**src/rtl/key_filter_multi.sv**
```systemverilog
// key_filter_multi: N-channel push-button conditioner.
// Each channel synchronises its pin, debounces it on a stable-level basis,
// and emits press/release pulses, a debounced level, a long-press pulse and
// optional auto-repeat pulses. Channels share nothing but clock and reset.

module key_filter_ch #(
  parameter int ACTIVE_LOW      = 1,
  parameter int DEBOUNCE_CYCLES = 1000000,
  parameter int LONG_CYCLES     = 50000000,
  parameter int REPEAT_CYCLES   = 10000000,
  parameter int REPEAT_EN       = 1
) (
  input  logic clk,
  input  logic rst_n,
  input  logic key_pin,
  output logic p_flag,
  output logic r_flag,
  output logic state,
  output logic long_flag,
  output logic rep_flag
);
  // Pin level that means "released"; also the synchroniser reset value.
  localparam logic REL_LVL = (ACTIVE_LOW != 0);
  localparam int DW   = $clog2(DEBOUNCE_CYCLES);
  // hold_cnt serves both the long-press and the repeat interval.
  localparam int HMAX = (LONG_CYCLES > REPEAT_CYCLES) ? LONG_CYCLES : REPEAT_CYCLES;
  localparam int HW   = $clog2(HMAX);
  localparam logic [DW-1:0] DB_TC   = DW'(DEBOUNCE_CYCLES - 1);
  localparam logic [HW-1:0] LONG_TC = HW'(LONG_CYCLES - 1);
  localparam logic [HW-1:0] REP_TC  = HW'(REPEAT_CYCLES - 1);

  typedef enum logic [1:0] {RELEASED, PRESSED, LONG_HOLD} st_t;

  logic [1:0]    sync;
  logic          s;
  logic          accept;
  logic [DW-1:0] db_cnt;
  logic [HW-1:0] hold_cnt;
  st_t           st;

  // Two-flop synchroniser, reset to the released pin level.
  always_ff @(posedge clk or negedge rst_n) begin
    if (!rst_n) sync <= {2{REL_LVL}};
    else        sync <= {sync[0], key_pin};
  end

  // s = 1 means pressed regardless of pin polarity.
  assign s      = sync[1] ^ REL_LVL;
  // A level change is accepted once s has differed for DEBOUNCE_CYCLES cycles.
  assign accept = (s != state) && (db_cnt == DB_TC);

  // Stable-level debounce: count while s disagrees, restart on any agreement.
  always_ff @(posedge clk or negedge rst_n) begin
    if (!rst_n) begin
      db_cnt <= '0;
      state  <= 1'b0;
    end else if (s == state) begin
      db_cnt <= '0;
    end else if (accept) begin
      db_cnt <= '0;
      state  <= ~state;
    end else begin
      db_cnt <= db_cnt + 1'b1;
    end
  end

  // Hold FSM with registered pulses; release beats a same-cycle terminal count.
  always_ff @(posedge clk or negedge rst_n) begin
    if (!rst_n) begin
      st        <= RELEASED;
      hold_cnt  <= '0;
      p_flag    <= 1'b0;
      r_flag    <= 1'b0;
      long_flag <= 1'b0;
      rep_flag  <= 1'b0;
    end else begin
      p_flag    <= 1'b0;
      r_flag    <= 1'b0;
      long_flag <= 1'b0;
      rep_flag  <= 1'b0;
      case (st)
        RELEASED: begin
          if (accept && !state) begin
            st       <= PRESSED;
            hold_cnt <= '0;
            p_flag   <= 1'b1;
          end
        end
        PRESSED: begin
          if (accept && state) begin
            st       <= RELEASED;
            hold_cnt <= '0;
            r_flag   <= 1'b1;
          end else if (hold_cnt == LONG_TC) begin
            st        <= LONG_HOLD;
            hold_cnt  <= '0;
            long_flag <= 1'b1;
          end else begin
            hold_cnt <= hold_cnt + 1'b1;
          end
        end
        LONG_HOLD: begin
          if (accept && state) begin
            st       <= RELEASED;
            hold_cnt <= '0;
            r_flag   <= 1'b1;
          end else if (REPEAT_EN == 0) begin
            hold_cnt <= '0;
          end else if (hold_cnt == REP_TC) begin
            hold_cnt <= '0;
            rep_flag <= 1'b1;
          end else begin
            hold_cnt <= hold_cnt + 1'b1;
          end
        end
        default: begin
          st       <= RELEASED;
          hold_cnt <= '0;
        end
      endcase
    end
  end
endmodule

module key_filter_multi #(
  parameter int KEY_NUM         = 4,
  parameter int ACTIVE_LOW      = 1,
  parameter int DEBOUNCE_CYCLES = 1000000,
  parameter int LONG_CYCLES     = 50000000,
  parameter int REPEAT_CYCLES   = 10000000,
  parameter int REPEAT_EN       = 1
) (
  input  logic               clk,
  input  logic               rst_n,
  input  logic [KEY_NUM-1:0] key_in,
  output logic [KEY_NUM-1:0] key_p_flag,
  output logic [KEY_NUM-1:0] key_r_flag,
  output logic [KEY_NUM-1:0] key_state,
  output logic [KEY_NUM-1:0] key_long_flag,
  output logic [KEY_NUM-1:0] key_rep_flag,
  output logic               key_any
);
  // One independent conditioner per key pin.
  for (genvar i = 0; i < KEY_NUM; i++) begin : g_ch
    key_filter_ch #(
      .ACTIVE_LOW      (ACTIVE_LOW),
      .DEBOUNCE_CYCLES (DEBOUNCE_CYCLES),
      .LONG_CYCLES     (LONG_CYCLES),
      .REPEAT_CYCLES   (REPEAT_CYCLES),
      .REPEAT_EN       (REPEAT_EN)
    ) u_ch (
      .clk       (clk),
      .rst_n     (rst_n),
      .key_pin   (key_in[i]),
      .p_flag    (key_p_flag[i]),
      .r_flag    (key_r_flag[i]),
      .state     (key_state[i]),
      .long_flag (key_long_flag[i]),
      .rep_flag  (key_rep_flag[i])
    );
  end

  assign key_any = |key_state;
endmodule

```
**config.mk**
```make
export PLATFORM = sky130hd
export DESIGN_NAME = key_filter_multi
export DESIGN_NICKNAME = d
export VERILOG_FILES = /design/src/rtl/key_filter_multi.sv
export SDC_FILE = /design/constraint.sdc
export NUM_CORES = 1
export LEC_CHECK = 0
export BUFFER_PORTS_ARGS = -buffer_cell sky130_fd_sc_hd__clkbuf_2
export CAP_MARGIN = 20
export CORE_MARGIN = 5
export CORE_UTILIZATION = 35
export CTS_CLUSTER_DIAMETER = 50
export DETAILED_ROUTE_END_ITERATION = 16
export PLACE_DENSITY = 0.52
export SETUP_SLACK_MARGIN = 0.02
export SLEW_MARGIN = 10
export SYNTH_ARGS = -nofsm -noshare
export SYNTH_HDL_FRONTEND = slang
export SYNTH_SLANG_ARGS = --single-unit
```
**constraint.sdc**
```tcl
create_clock -name clk -period 3.4 [get_ports clk]
set_input_delay 0.68 -clock clk [delete_from_list [all_inputs] [get_ports clk]]
set_output_delay 0.68 -clock clk [all_outputs]
set_load 0.1 [all_outputs]
```
==> out/qor.yml <==
rsz0062_at_grt: "no"
initial_utilization: 0.355
dpl_cell_area_um2: 12400
synth_xor_area_frac: 0.0507
grt_pass1_vias: 9234
setup_ws_ns: 0.651
fin_area_um2: 13600
synth_top_cells_by_count: "dfrtp_1 (212), nand2_1 (161), nand3_1 (142)"
skew_ns: 0.0170
viasPerCell: 5.31
antenna_found_initial: 1
ys_async_sr_fraction: 1.00
path_max_fanout: 21
power_uw: 6340
gp_congestion: 0.773
detail-route-antenna-nets: 0
drv_slew: 0
synth_area_leaders: "dfrtp_1 (45%), nand3_1 (6.0%), nand2_1 (5.1%)"
place_ws_ns: 0.623
post_cts_buffers: 0
max_freq_ghz: 0.364
wirelength_um: 26600
synthesis.area_um2: 11900
ys_types: 77
grt_first_pass_wirelength_um: 46100
worst_pin_slew_ns: 1.03
clockBufferDepth: 3
cap_violations: 0
peakVddDrop_mv: 0.358
setup-tns-final_ns: 0
critPathKind: "reg -> reg"
die-area_um2: 37800
via_count: 9432
core_area_um2: 33500
drt-initial-drc-count: 595
status: "finished clean"
die_w_um: 195
setup_viol: 0
cp-end-kind: "flip-flop"
start_kind: "flip-flop"
muxShareOfSynthArea: 0.00263
wire_per_inst_um: 15.0
syn_inst: 1287
fillers: 3295
finalHoldViolCount: 0
worst_ep_required_time_ns: 3.78
ctsHoldBuffers: 0
h-tree-depth: 2
synth.avg_cell_area_um2: 9.26
cts.clk_slew.worst_paths_ns: 0.05
die_h_um: 195
grt_max_degree: 77
cts-root-buf: "clkbuf_16"
hp-class: "in -> async"
p_per_area_nw_per_um2: 466
arrival_ns: 3.13
leakage_uw: 0.00556
fin_nets: 1333
layout-drive-gt1-share: 0.108
synth_fp_nets: 1317
dp.cells: 1715
io_pins: 27
multi_input_area_um2: 5910
seqCellArea_um2: 5520
synth-main-ff-cell: "dfrtp_1"
track_usage: 0.141
synth_area_leader_cell: "dfrtp_1"
synth_top_area_share: 0.445
synth_most_common_cell: "dfrtp_1"
insertion_delay_ns: 0.50
place.port_buffers: 26
cts_tree: "yes"
dp_hpwl_um: 17500
synth-simple-area-share: 0.292
synth_edf_count: 0
synthToLayoutAreaGrowth_pct: 14.3
drc: 0
rows: 67
drt_first_pass_iters: 5
period_needed_ns: 2.75
period_share: 0.809
grt-ovfl-total: 0
numClockSinks: 220
synth-compound-area-share: 0.124
antenna_cells: 0
ys_ff_latch: 220
yosysSeqAreaShare: 0.463
synth_fa_ha_area_frac: 0.0252
relSlewSlack: 0.311
synth_top_family_by_area: "simple AND/OR/NAND/NOR gates"
cts-resized-gates: 0
finalNonFillerCells: 1775
numCtsBuffers: 34
yosysWarningCount: 0
critical path, cell delays in order, from the launching register on:
cell and delay, ns:
dfrtp_1 0.42, ha_1 0.22, and4_1 0.22, nand4_1 0.18, o41a_1 0.24, o211a_2 0.55, nand2_2 0.40, o311ai_1 0.41
placed cells by master (no fill, tap or decap), types with 7 or more instances in the layout:
cell type  Yosys  layout
dfrtp_1      212     212
o31ai_1       20      20
buf_4         20      14
clkbuf_16      0      34
nand4_1       51      51
nor4_1        26      26
xnor2_1       30      30
inv_1         43      43
xor2_1        39      39
a21oi_1       13      13
ha_1          24      24
nor2_1       131     131
and3_1        27      27
nand3_1      142     142
o311ai_1      41      41
a31oi_1       17      15
nor3_1        17      17
o21ai_0       28      27
o21ai_1        6       7
or3_1         20      20
and4_1        15      15
clkbuf_2       0      25
and2_1        16      16
dfstp_2        8       8
nand2b_1       7       7
or4_1         13      13
nand2_1      161     161
metal layers:
| layer | vias up | share of wire | global-route usage |
|---|---|---|---|
| met2 | 105 | 0.44 | 0.222 |
| li1 | 4730 | - | - |
| met3 | 39 | 0.032 | 0.0237 |
| met5 | - | 0 | 0 |
| met4 | 0 | 0.019 | 0.0349 |
| met1 | 4558 | 0.51 | 0.202 |
worst paths after layout:
kind | cells after the start | from | to | slack (ns)
worst max-delay path | 7 | g_ch[3].u_ch.hold_cnt[0] | g_ch[3].u_ch.hold_cnt[25] | 0.65
worst min-delay path | 1 | rst_n | g_ch[3].u_ch.hold_cnt[23] | 0.12
worst max register to register | 7 | g_ch[3].u_ch.hold_cnt[0] | g_ch[3].u_ch.hold_cnt[25] | 0.65
worst min register to register | 0 | g_ch[1].u_ch.sync[0] | g_ch[1].u_ch.sync[1] | 0.36
max in group asynchronous | 2 | rst_n | g_ch[0].u_ch.sync[1] | 2.42
min in group clk | 1 | key_in[3] | g_ch[3].u_ch.sync[0] | 0.27
final cells by class:
class | count | area share
clock buffer | 41 | 0.0681
clock inverter | 19 | 0.0186
inverter | 43 | 0.0119
multi-input combinational | 962 | 0.434
sequential | 220 | 0.405
tap | 448 | 0.0412
timing repair buffer | 42 | 0.0210
kinds of logic after synthesis:
family / after synthesis
simple gates: 675
flops: 220
compound gates: 191
buf+inv: 105
xor+xnor: 69
fa+ha+maj: 24
mux: 3
report_power, final:
group | total (uW) | internal [uW] | leakage (uW) | switching (uW)
registers | 2660 | 2640 | 0.00304 | 15.6
logic | 103 | 23.4 | 0.00195 | 79.4
clock network | 3580 | 2330 | 0.000571 | 1250
total | 6340 | 4990 | 0.00556 | 1350
state kept, by name, indices dropped and copies added, names as in the netlist:
| register | count |
|---|---|
| g_ch.u_ch.db_cnt | 80 |
| g_ch.u_ch.st | 8 |
| g_ch.u_ch.state | 4 |
| g_ch.u_ch.long_flag | 4 |
| g_ch.u_ch.r_flag | 4 |
| g_ch.u_ch.hold_cnt | 104 |
| g_ch.u_ch.rep_flag | 4 |
| g_ch.u_ch.p_flag | 4 |
| g_ch.u_ch.sync | 8 |
through the flow:
| stage | hold WS, ns | util |
|---|---|---|
| detailed placement | 0.347 | 0.371 |
| finish | 0.117 | 0.406 |
| CTS | 0.129 | 0.406 |
| global route | 0.154 | 0.406 |
| global placement | 0.347 | 0.371 |
| floorplan | 0.345 | - |
Power figures use the tool's default switching activity.
